[config.mk]
export PLATFORM = sky130hd
export DESIGN_NAME = ppu_host_regs
export DESIGN_NICKNAME = d
export VERILOG_FILES = /design/src/rtl/ppu_host_regs.sv
export SDC_FILE = /design/constraint.sdc
export NUM_CORES = 1
export LEC_CHECK = 0
export ABC_AREA = 1
export CORE_ASPECT_RATIO = 0.6
export CORE_UTILIZATION = 55
export CTS_CLUSTER_DIAMETER = 150
export CTS_CLUSTER_SIZE = 16
export DETAILED_ROUTE_END_ITERATION = 12
export DONT_BUFFER_PORTS = 1
export GPL_TIMING_DRIVEN = 0
export PLACE_DENSITY = 0.7
export SLEW_MARGIN = 20
export SYNTH_ARGS = -nofsm -noshare
export SYNTH_HDL_FRONTEND = slang
export SYNTH_SLANG_ARGS = --single-unit
[constraint.sdc]
create_clock -name I_clock -period 2.1 [get_ports I_clock]
set_input_delay 0.42 -clock I_clock [delete_from_list [all_inputs] [get_ports I_clock]]
set_output_delay 0.42 -clock I_clock [all_outputs]
set_load 0.02 [all_outputs]
[src/rtl/ppu_host_regs.sv]
`default_nettype none
// ============================================================================
// Module   : ppu_host_regs
// Purpose  : PPU host register bank (CPU offsets 0..7): CTRL/MASK/OAM/scroll,
//            buffered VRAM data port, status flags and NMI generation.
// Revision : 1.0 - initial release
// ============================================================================
module ppu_host_regs #(
    parameter int P_vaddr_bits = 15,
    parameter int P_vram_bits  = 14
) (
    input  logic                    I_clock,
    input  logic                    I_reset,
    input  logic [2:0]              I_host_addr,
    input  logic                    I_host_wren,
    input  logic                    I_host_rden,
    input  logic [7:0]              I_host_data,
    output logic [7:0]              O_host_data,
    output logic                    O_host_nmi,
    input  logic                    I_vblank_set,
    input  logic                    I_vblank_clear,
    input  logic                    I_spr0_hit,
    input  logic                    I_spr_ovf,
    output logic [7:0]              O_ctrl,
    output logic [7:0]              O_mask,
    output logic [P_vaddr_bits-1:0] O_taddr,
    output logic [P_vaddr_bits-1:0] O_vaddr,
    output logic [2:0]              O_fine_x,
    output logic [7:0]              O_oam_addr,
    output logic                    O_oam_wren,
    output logic [7:0]              O_oam_data,
    input  logic [7:0]              I_oam_data,
    output logic [P_vram_bits-1:0]  O_vram_addr,
    output logic                    O_vram_wren,
    output logic                    O_vram_rden,
    output logic [7:0]              O_vram_data,
    input  logic [7:0]              I_vram_data
);

    localparam logic [2:0] c_REG_CTRL    = 3'd0;
    localparam logic [2:0] c_REG_MASK    = 3'd1;
    localparam logic [2:0] c_REG_STATUS  = 3'd2;
    localparam logic [2:0] c_REG_OAMADDR = 3'd3;
    localparam logic [2:0] c_REG_OAMDATA = 3'd4;
    localparam logic [2:0] c_REG_SCROLL  = 3'd5;
    localparam logic [2:0] c_REG_ADDR    = 3'd6;
    localparam logic [2:0] c_REG_DATA    = 3'd7;

    logic [7:0]              r_ctrl;
    logic [7:0]              r_mask;
    logic [P_vaddr_bits-1:0] r_t;
    logic [P_vaddr_bits-1:0] r_v;
    logic [2:0]              r_fine_x;
    logic                    r_w;
    logic [7:0]              r_oam_addr;
    logic [7:0]              r_buf;
    logic                    r_fill;
    logic [7:0]              r_latch;
    logic [7:0]              r_host_data;
    logic                    r_vblank;
    logic                    r_spr0;
    logic                    r_ovf;
    logic                    r_nmi;

    logic                    w_wr;
    logic                    w_rd;
    logic                    w_wr_ctrl;
    logic                    w_wr_mask;
    logic                    w_wr_oamaddr;
    logic                    w_wr_oamdata;
    logic                    w_wr_scroll;
    logic                    w_wr_addr;
    logic                    w_wr_data;
    logic                    w_rd_status;
    logic                    w_rd_data;
    logic [7:0]              w_rd_val;
    logic [7:0]              w_ctrl_nxt;
    logic                    w_vblank_nxt;
    logic                    w_spr0_nxt;
    logic                    w_ovf_nxt;
    logic [P_vaddr_bits-1:0] w_v_inc;
    logic [P_vaddr_bits-1:0] w_t_full;

    // A simultaneous write and read is treated as the write alone.
    assign w_wr         = I_host_wren;
    assign w_rd         = I_host_rden & ~I_host_wren;
    assign w_wr_ctrl    = w_wr & (I_host_addr == c_REG_CTRL);
    assign w_wr_mask    = w_wr & (I_host_addr == c_REG_MASK);
    assign w_wr_oamaddr = w_wr & (I_host_addr == c_REG_OAMADDR);
    assign w_wr_oamdata = w_wr & (I_host_addr == c_REG_OAMDATA);
    assign w_wr_scroll  = w_wr & (I_host_addr == c_REG_SCROLL);
    assign w_wr_addr    = w_wr & (I_host_addr == c_REG_ADDR);
    assign w_wr_data    = w_wr & (I_host_addr == c_REG_DATA);
    assign w_rd_status  = w_rd & (I_host_addr == c_REG_STATUS);
    assign w_rd_data    = w_rd & (I_host_addr == c_REG_DATA);

    assign w_ctrl_nxt = w_wr_ctrl ? I_host_data : r_ctrl;
    assign w_v_inc    = r_ctrl[2] ? P_vaddr_bits'(32) : P_vaddr_bits'(1);
    assign w_t_full   = {r_t[P_vaddr_bits-1:8], I_host_data};

    // A fill landing this cycle is forwarded straight to a back-to-back read.
    always_comb begin
        case (I_host_addr)
            c_REG_STATUS:  w_rd_val = {r_vblank & ~I_vblank_set, r_spr0, r_ovf, r_latch[4:0]};
            c_REG_OAMDATA: w_rd_val = I_oam_data;
            c_REG_DATA:    w_rd_val = r_fill ? I_vram_data : r_buf;
            default:       w_rd_val = r_latch;
        endcase
    end

    always_comb begin
        w_vblank_nxt = r_vblank;
        w_spr0_nxt   = r_spr0 | I_spr0_hit;
        w_ovf_nxt    = r_ovf | I_spr_ovf;
        if (I_vblank_set) begin
            w_vblank_nxt = 1'b1;
        end
        if (w_rd_status) begin
            w_vblank_nxt = 1'b0;
        end
        if (I_vblank_clear) begin
            w_vblank_nxt = 1'b0;
            w_spr0_nxt   = 1'b0;
            w_ovf_nxt    = 1'b0;
        end
    end

    always_ff @(posedge I_clock) begin
        if (!I_reset) begin
            r_ctrl      <= '0;
            r_mask      <= '0;
            r_t         <= '0;
            r_v         <= '0;
            r_fine_x    <= '0;
            r_w         <= 1'b0;
            r_oam_addr  <= '0;
            r_buf       <= '0;
            r_fill      <= 1'b0;
            r_latch     <= '0;
            r_host_data <= '0;
            r_vblank    <= 1'b0;
            r_spr0      <= 1'b0;
            r_ovf       <= 1'b0;
            r_nmi       <= 1'b0;
        end else begin
            r_ctrl   <= w_ctrl_nxt;
            r_vblank <= w_vblank_nxt;
            r_spr0   <= w_spr0_nxt;
            r_ovf    <= w_ovf_nxt;
            r_nmi    <= w_ctrl_nxt[7] & w_vblank_nxt;
            r_fill   <= w_rd_data;
            if (r_fill) begin
                r_buf <= I_vram_data;
            end
            if (w_wr) begin
                r_latch <= I_host_data;
            end
            if (w_rd) begin
                r_latch     <= w_rd_val;
                r_host_data <= w_rd_val;
            end
            if (w_wr_ctrl) begin
                r_t[11:10] <= I_host_data[1:0];
            end
            if (w_wr_mask) begin
                r_mask <= I_host_data;
            end
            if (w_wr_oamaddr) begin
                r_oam_addr <= I_host_data;
            end
            if (w_wr_oamdata) begin
                r_oam_addr <= r_oam_addr + 8'd1;
            end
            if (w_rd_status) begin
                r_w <= 1'b0;
            end
            if (w_wr_scroll) begin
                if (!r_w) begin
                    r_t[4:0] <= I_host_data[7:3];
                    r_fine_x <= I_host_data[2:0];
                end else begin
                    r_t[14:12] <= I_host_data[2:0];
                    r_t[9:5]   <= I_host_data[7:3];
                end
                r_w <= ~r_w;
            end
            if (w_wr_addr) begin
                if (!r_w) begin
                    r_t[13:8] <= I_host_data[5:0];
                    r_t[14]   <= 1'b0;
                end else begin
                    r_t[7:0] <= I_host_data;
                    r_v      <= w_t_full;
                end
                r_w <= ~r_w;
            end
            if (w_wr_data | w_rd_data) begin
                r_v <= r_v + w_v_inc;
            end
        end
    end

    // Bus strobes are decoded directly from the host access so they coincide
    // with the address currently held in v / oam_addr.
    assign O_oam_wren  = I_reset & w_wr_oamdata;
    assign O_oam_data  = I_host_data;
    assign O_vram_wren = I_reset & w_wr_data;
    assign O_vram_rden = I_reset & w_rd_data;
    assign O_vram_data = I_host_data;
    assign O_vram_addr = r_v[P_vram_bits-1:0];

    assign O_host_data = r_host_data;
    assign O_host_nmi  = r_nmi;
    assign O_ctrl      = r_ctrl;
    assign O_mask      = r_mask;
    assign O_taddr     = r_t;
    assign O_vaddr     = r_v;
    assign O_fine_x    = r_fine_x;
    assign O_oam_addr  = r_oam_addr;

endmodule
`default_nettype wire

======== Word level (Yosys, flattened, before mapping) ========
Cells that the tools add are included.
operators by class
  mux-type cells .......................... 26
  eq/ne operators ......................... 7
  bitwise logic cells ..................... 22
  add/subtract/negate cells ............... 2
  reduce and logical (&&, ||, !) cells .... 9
operator list
  kind                                                 number
  2-to-1 mux 15 bit                                    4
  2-to-1 mux 8 bit                                     7
  case mux 8 bit (3 select lines)                      1
  adder 15 x 6 -> 15 bit                               1
  AND 1 bit                                            15
  equality test 3 bit, second input constant           4
  2-to-1 mux 10 bit                                    1
  2-to-1 mux 5 bit                                     2
  adder 8 x 1 -> 8 bit, second input constant          1
  nonzero test 2 bit                                   4
  2-to-1 mux 7 bit                                     1
  equality test 3 x 2 -> 1 bit, second input constant  2
  2-to-1 mux 1 bit                                     6
  2-to-1 mux 3 bit                                     2
  2-to-1 mux 6 bit                                     1
  inverter 1 bit                                       4
  AND reduction 2 bit                                  2
  equality test 3 x 1 -> 1 bit, second input constant  1
  zero test 3 bit                                      1
  bitwise OR 1 bit                                     3
  nonzero test 3 bit                                   1
  2-to-1 mux 2 bit                                     1
  OR reduction 2 bit                                   1
storage, ports and cells
  register bits after elaboration ......... 87
  output and inout port bits .............. 99

======== Logic depth before layout (Yosys ltp) ========
Gate-level depths: netlist of the first run.
  depth after elaboration ................. 6
  depth in mapped cells ................... 11

======== Worst setup path after synthesis of the first run ========
Ideal clock, no wire load.
  path kind ............................... input-to-output
  start point ............................. input I_host_wren
  end point ............................... output O_vram_rden
  slack ................................... 0.206 ns
  data arrival time ....................... 1.474 ns
  stages on the path ...................... 4
  path buffers ............................ 1
  required time ........................... 1.680 ns
  cell sequence ........................... buf_2 > nor2_2 > inv_2 > nor3_1
on the way
  longest elaborated chain between the ends .. 4
ends and longest elaborated chain
  what            RTL line  source
  from (decl)     15        input logic I_host_wren,
  inverter 1 bit  86        assign w_rd = I_host_rden & ~I_host_wren;
  AND 1 bit       86
  AND 1 bit       95        assign w_rd_data = w_rd & (I_host_addr == c_REG_DATA);
  AND 1 bit       208       assign O_vram_rden = I_reset & w_rd_data;
  to (decl)       35        output logic O_vram_rden,
No other way between the ends.

======== Worst setup path after layout of the first run ========
  start point ............................. register r_ctrl[2] (netlist: O_ctrl[2])
  end point ............................... register r_v[6] (netlist: O_vaddr[6])
on the way
  longest elaborated chain between the ends .. 3
ends and longest elaborated chain
  what                    RTL line  source
  from (decl)             49        logic [7:0] r_ctrl;
  from (signal assigned)  146       r_ctrl <= w_ctrl_nxt;
  2-to-1 mux 6 bit        98        assign w_v_inc = r_ctrl[2] ? P_vaddr_bits'(32) : P_vaddr_bits'(1);
  adder 15 x 6 -> 15 bit  198       r_v <= r_v + w_v_inc;
  2-to-1 mux 15 bit       197       if (w_wr_data | w_rd_data) begin
  to (signal assigned)    193       r_v <= w_t_full;
  to (signal assigned)    198
  to (decl)               52        logic [P_vaddr_bits-1:0] r_v;
No other way between the ends.
A chain may end at the register's enable or synchronous reset.

==> out/qor.yml, run 1 <==
cts:
  clkTransAtPathRegs_ns: 0.06
  root_buffer: "clkbuf_16"
  cts_max_path_buffers: 2
  h-tree-depth: 3
  numCtsBuffers: 9
  clk-insertion-delay-late_ns: 0.34
  tritoncts: "built"
  cts.sinks: 87
finish:
  final_cell_mix: "153 x nand2_1, 86 x dfxtp_1, 75 x inv_1"
  final_common_cell: "nand2_1"
  antenna-diode-count: 0
  nets: 710
  final_cells: 780
  syn_to_final_growth_pct: 10.3
  drive_gt1_share_pct: 12.3
pwr:
  leakage_uw: 0.00206
  ir_worst_vdd_mv: 0.705
  power_uw: 3760
  power.density_mw_per_mm2: 771
detailed_routing:
  route.vias.total: 4444
  drc: 0
  dr.pass1.iters: 5
  drt-initial-drc-count: 493
  drtAntennaViolNets: 0
  finalWirelength_um: 13200
  via_per_inst: 5.70
  wl_per_cell_um: 17.0
timing:
  rsz0062_at_grt: "false"
  setup_ws_ns: 0.147
  worst_slew_pin_slew_ns: 0.667
  fin_setup_tns_ns: 0
  setup_viol: 0
  max_freq_mhz: 512
  period_share_pct: 93.0
  slew_headroom_pct: 55.2
  finClkSkew_ns: 0.00510
  drv_slew: 0
  min_period_ns: 1.95
  finalHoldViolCount: 0
min_path:
  hp-start: "I_spr_ovf"
  hp-class: "in2reg"
flow_run:
  maxCapViolations: 0
die:
  die_x_um: 118
  core_area_mm2: 0.00751
  ios: 134
  die-height_um: 71.5
  initial_core_util_pct: 59.0
  fp-row-count: 24
  dieArea_mm2: 0.00843
placed_design:
  port-buffer-count: 0
  dp_hpwl_um: 10200
  gp_congestion: 0.897
  dp.cells: 764
  place_worst_setup_slack_ns: -0.0794
setup_path:
  crit_fanout: 4
  setup.worst_path.start: "O_ctrl[2]$_SDFFE_PN0P_"
  r2r-start: "O_ctrl[2]$_SDFFE_PN0P_"
  critPathRequiredTime_ns: 2.32
  arrival_ns: 2.18
  start_kind: "flip-flop"
  cp-end-kind: "flip-flop"
  worstSetupPathType: "reg2reg"
global_routing:
  grt_start_max_net_pins: 14
  globalRouteOverflowTotal: 0
  grt_pass1_vias: 3959
  grt_pass1_wl_um: 20800
  antenna_found_initial: 0
  grt_usage_pct: 32.3
synthesis:
  yosysSeqAreaShare_pct: 39.3
  avgSynthCellArea_um2: 6.71
  syn_area_mm2: 0.00443
  synth_cells: 660
  synth_seq_cells: 87
  synth_fp_nets: 699
  yosysUniqueCellTypes: 31
  synth_warnings: 0
run_status:
  status: "completed"
[synth_stat cells, drive strengths merged]
cell type,n,area share (%)
dfxtp,87,39
nand4,3,0.42
or2,2,0.28
nor2,69,6.2
nor4,1,0.14
o221ai,3,0.59
clkbuf,11,0.93
xnor2,2,0.40
xor2,1,0.20
o211ai,4,0.68
nor3,7,0.79
nand2,157,14
nand3,45,5.2
a31oi,12,1.7
and3,1,0.14
ha,4,1.1
o22ai,1,0.14
inv,87,7.4
a21oi,56,6.3
o21ai,55,6.2
o21bai,1,0.17
a22oi,7,1.2
buf,44,6.9
[area by class of cell]
class                   count  area [um2]
fillers                   684        2630
clock inverters             2        37.5
flip-flops and latches     87        1740
plain buffers              55         349
multi-input cells         431        2020
well taps                 104         130
inverters                  87         327
clock buffers              14         274
[worst paths after layout]
check                                 end  slack, ns  cells after the start
setup / recovery  O_vaddr[6]$_SDFFE_PN0P_       0.15                      8
setup reg to reg  O_vaddr[6]$_SDFFE_PN0P_       0.15                      8
hold reg to reg          r_ovf$_SDFF_PP0_       0.50                      2
hold / removal           r_ovf$_SDFF_PP0_       0.21                      2
[timing repair]
item                       4_1_cts  5_1_grt
resized for setup                1        3
gates cloned                     0        0
setup endpoints to repair        1        3
hold buffers                     0        0
buffers inserted                 0        0
[metal layers]
layer | part of all wire, % | up-vias | track usage, % | wire length (um)
li1 | - | 2116 | - | -
met3 | 15 | 19 | 13.1 | 2000
met5 | 0 | - | 0 | 0
met4 | 1.0 | 0 | 6.13 | 137
met1 | 46 | 2037 | 46.9 | 6080
met2 | 38 | 272 | 44.6 | 5030
[kinds of logic (layout without fill, tap and decap cells)]
kind of cell | count (synthesis) | count (layout) | share of synthesized area (%)
compound gates | 139 | 139 | 17.0
xor+xnor | 3 | 3 | 0.593
fa+ha+maj | 4 | 4 | 1.13
buf+inv | 142 | 158 | 15.2
flops | 87 | 87 | 39.3
simple gates | 285 | 285 | 26.7
[registers in the layout, summed over array words and instances, names as in the netlist]
name,flops
O_mask,8
r_w,1
r_buf,8
r_latch,8
O_vaddr,15
O_host_nmi,1
O_fine_x,3
r_spr0,1
O_ctrl,8
r_vblank,1
O_host_data,8
r_fill,1
O_oam_addr,8
r_ovf,1
O_taddr,15
[where the power goes]
group          switching (uW)  internal [uW]
combinational             218            101
sequential               81.4           1700
clock                     643           1020
[critical path, stage by stage (launching register included)]
cell      delay [ns]
dfxtp_1         0.47
inv_1           0.11
ha_1            0.25
ha_1            0.25
nand3_1         0.21
o21bai_1        0.13
or2_2           0.28
nand4_1         0.07
o21ai_1         0.07
[metrics by stage]
step | utilization [%] | hold slack [ns] | cell area [um2]
floorplan | - | 0.452 | 4430
global placement | 60.7 | 0.472 | 4560
detailed placement | 60.7 | 0.487 | 4560
CTS | 64.9 | 0.210 | 4870
global route | 65.0 | 0.212 | 4880
finish | 65.0 | 0.211 | 4880
Note: power is estimated with default switching activity, not from simulation.
==> inputs of run 2 (changes only) <==
Settings changed: ABC_AREA 1 to default.
==> run 2 against run 1 <==
Sequential power hardly changed. Critical endpoint is now O_vaddr[14]$_SDFFE_PN0P_. Largest power group unchanged. Maximum frequency is 4.4% lower. Routed wire length is 0.22% higher.
==> out/qor.yml, run 2 <==
synthesis:
  synth.most_common_cell: "dfxtp_1"
  synth_cells: 529  # -20%
  syn_area_mm2: 0.00442  # about the same
  synthAdderAreaFrac_pct: 1.13  # about the same
  yosysUniqueCellTypes: 64  # +110%
  synth_warnings: 0  # unchanged
  synth_fp_nets: 568  # -19%
  synth_ff_type: "dfxtp_1"
  ys_top_cells_by_count: "87 x dfxtp_1, 59 x nand2_1, 46 x a21oi_1, 46 x nor2_1, 36 x buf_4"
  synth_seq_cells: 87  # unchanged
  synth-xor-area-share_pct: 0.594  # about the same
  synth_edf_count: 0  # unchanged
  yosysSeqAreaShare_pct: 39.4  # about the same
  ys_top_cells_by_area: "dfxtp_1 39%, buf_4 6.1%, a21oi_1 5.2%"
  synth-compound-area-share_pct: 22.4  # +5.4 points
  synth_top_area_share_pct: 39.4  # about the same
  async_flop_share_pct: 0  # unchanged
  synth-simple-area-share_pct: 20.5  # -6.2 points
  synth_mux_area_share_pct: 5.01  # +5.0 points
  synth_top_family_by_area: "compound AO/OA/AOI/OAI gates"
  yosys.area.top_type: "dfxtp_1"
  avgSynthCellArea_um2: 8.36  # +25%
setup_path:
  cp-end-kind: "flip-flop"
  arrival_ns: 2.31  # +0.13 ns
  critPathRequiredTime_ns: 2.37  # +0.05 ns
  crit_fanout: 8  # +4
  start_kind: "flip-flop"
  worstSetupPathType: "reg2reg"
timing:
  slew_headroom_pct: 37.9  # -17 points
  setup_viol: 0  # unchanged
  setup_ws_ns: 0.0558  # -0.0908 ns
  max_freq_mhz: 489  # -4.4%
  finClkSkew_ns: 0.00619  # +0.00109 ns
  finalHoldViolCount: 0  # unchanged
  min_period_ns: 2.04  # +0.0908 ns
  rsz0062_at_grt: "false"
  period_share_pct: 97.3  # +4.3 points
  worst_slew_pin_slew_ns: 0.925  # +0.258 ns
  drv_slew: 0  # unchanged
detailed_routing:
  drc: 0  # unchanged
  drt-initial-drc-count: 490  # -0.61%
  via_per_inst: 6.36  # +12%
  drtAntennaViolNets: 0  # unchanged
  route.vias.total: 4127  # -7.1%
  finalWirelength_um: 13300  # +0.22%
  wl_per_cell_um: 20.4  # +20%
  dr.pass1.iters: 6  # +1
global_routing:
  grt_pass1_wl_um: 20600  # -0.96%
  globalRouteOverflowTotal: 0  # unchanged
  grt_pass1_vias: 3899  # -1.5%
  antenna_found_initial: 0  # unchanged
  grt_usage_pct: 31.9  # -0.41 points
  grt_start_max_net_pins: 15  # +1
die:
  dieArea_mm2: 0.00842  # about the same
  ios: 134  # unchanged
  die_x_um: 118  # about the same
  fp-row-count: 24  # unchanged
  core_area_mm2: 0.00751  # unchanged
  die-height_um: 71.5  # about the same
  initial_core_util_pct: 58.9  # about the same
finish:
  drive_gt1_share_pct: 15.2  # +3.0 points
  syn_to_final_growth_pct: 10.1
  seq_area_mm2: 0.00174  # unchanged
  nFillCells: 665  # -2.8%
  antenna-diode-count: 0  # unchanged
  final_common_cell: "dfxtp_1"
  multi_input_area_mm2: 0.00221  # +9.4%
  nets: 579  # -18%
  final_cell_mix: "86 x dfxtp_1, 58 x nand2_1, 46 x a21oi_1"
flow_run:
  maxCapViolations: 0  # unchanged
cts:
  cts.sinks: 87  # unchanged
  tritoncts: "built"
  clk-insertion-delay-late_ns: 0.35  # about the same
  numCtsBuffers: 9  # unchanged
  h-tree-depth: 3  # unchanged
  cts_max_path_buffers: 2  # unchanged
  root_buffer: "clkbuf_16"
  clkTransAtPathRegs_ns: 0.06  # about the same
  post_cts_buffers: 0  # unchanged
pwr:
  power.density_mw_per_mm2: 767  # -0.53%
  ir_worst_vdd_mv: 0.483  # -31%
  leakage_uw: 0.00175  # -15%
  power_uw: 3730  # -0.78%
placed_design:
  dp_hpwl_um: 9580  # -5.7%
  port-buffer-count: 0  # unchanged
  place_worst_setup_slack_ns: -0.228  # -0.149 ns
  gp_congestion: 0.890  # -0.86%
min_path:
  hp-class: "in2reg"
run_status:
  status: "completed"
-- run 2: cell types whose count changed in the layout (fill, tap and decap cells not counted), moves of 20 or more --
cell,before,now
inv_1,75,15
nand2_1,153,58
nor2_1,65,45
o21ai_1,20,0
nand3_1,44,8
mux2i_1,0,21
-- run 2: cells by family after synthesis --
logic type | count (synthesis)
AO/OA/AOI/OAI | 149
buffers and inverters | 87
flip-flops | 87
AND/OR/NAND/NOR | 177
multiplexers | 22
XOR/XNOR | 3
adder cells (fa/ha/maj) | 4
-- run 2: report_power, final --
group          internal (uW)  leakage, uW  switching (uW)
clock network            899     0.000141             673
registers               1700     0.000707            84.3
logic                    132     0.000900             244
-- run 2: final cells by class --
cell class	count	share of cell area (%)
multi-input combinational	355	45.4
sequential	87	35.8
tap	104	2.67
buffer	70	8.74
clock buffer	12	5.47
clock inverter	4	0.591
inverter	17	1.31
-- run 2: path summary, 6_finish.rpt --
check                               from                        to  slack (ns)  cells past startpoint
hold reg to reg         r_ovf$_SDFF_PP0_          r_ovf$_SDFF_PP0_        0.50                      2
setup / recovery  O_ctrl[2]$_SDFFE_PN0P_  O_vaddr[14]$_SDFFE_PN0P_        0.06                      6
hold / removal            I_vblank_clear     O_host_nmi$_SDFF_PN0_        0.15                      1
setup reg to reg  O_ctrl[2]$_SDFFE_PN0P_  O_vaddr[14]$_SDFFE_PN0P_        0.06                      6
-- run 2: per-layer routing --
metal,track usage (%),vias to the layer above,share of wire (%)
li1,-,1910,-
met1,42.4,1905,43
met2,45.1,289,40
met3,15.1,23,16
met4,11.0,0,1.4
met5,0,-,0
-- run 2: per-stage QoR --
stage | utilization [%] | hold slack [ns] | instance area [um2] | instances | setup TNS (ns)
finish | 64.9 | 0.147 | 4870 | 649 | 0
global placement | 60.7 | 0.468 | 4550 | 633 | -0.333
global route | 64.9 | 0.135 | 4870 | 649 | 0
detailed placement | 60.7 | 0.482 | 4550 | 633 | -0.564
CTS | 64.8 | 0.145 | 4860 | 649 | 0
floorplan | - | 0.438 | 4420 | 529 | 0
-- run 2: timing repair --
| item | 4_1_cts | 5_1_grt |
|---|---|---|
| resized for setup | 5 | 4 |
| endpoints found under the setup margin | 6 | 5 |
| hold buffers | 0 | 0 |
-- run 2: critical path: stages (launching register included) --
cell,delay (ns)
dfxtp_1,0.41
inv_1,0.10
ha_2,0.25
ha_2,0.26
a31oi_2,0.20
or4_1,0.56
a31oi_1,0.18
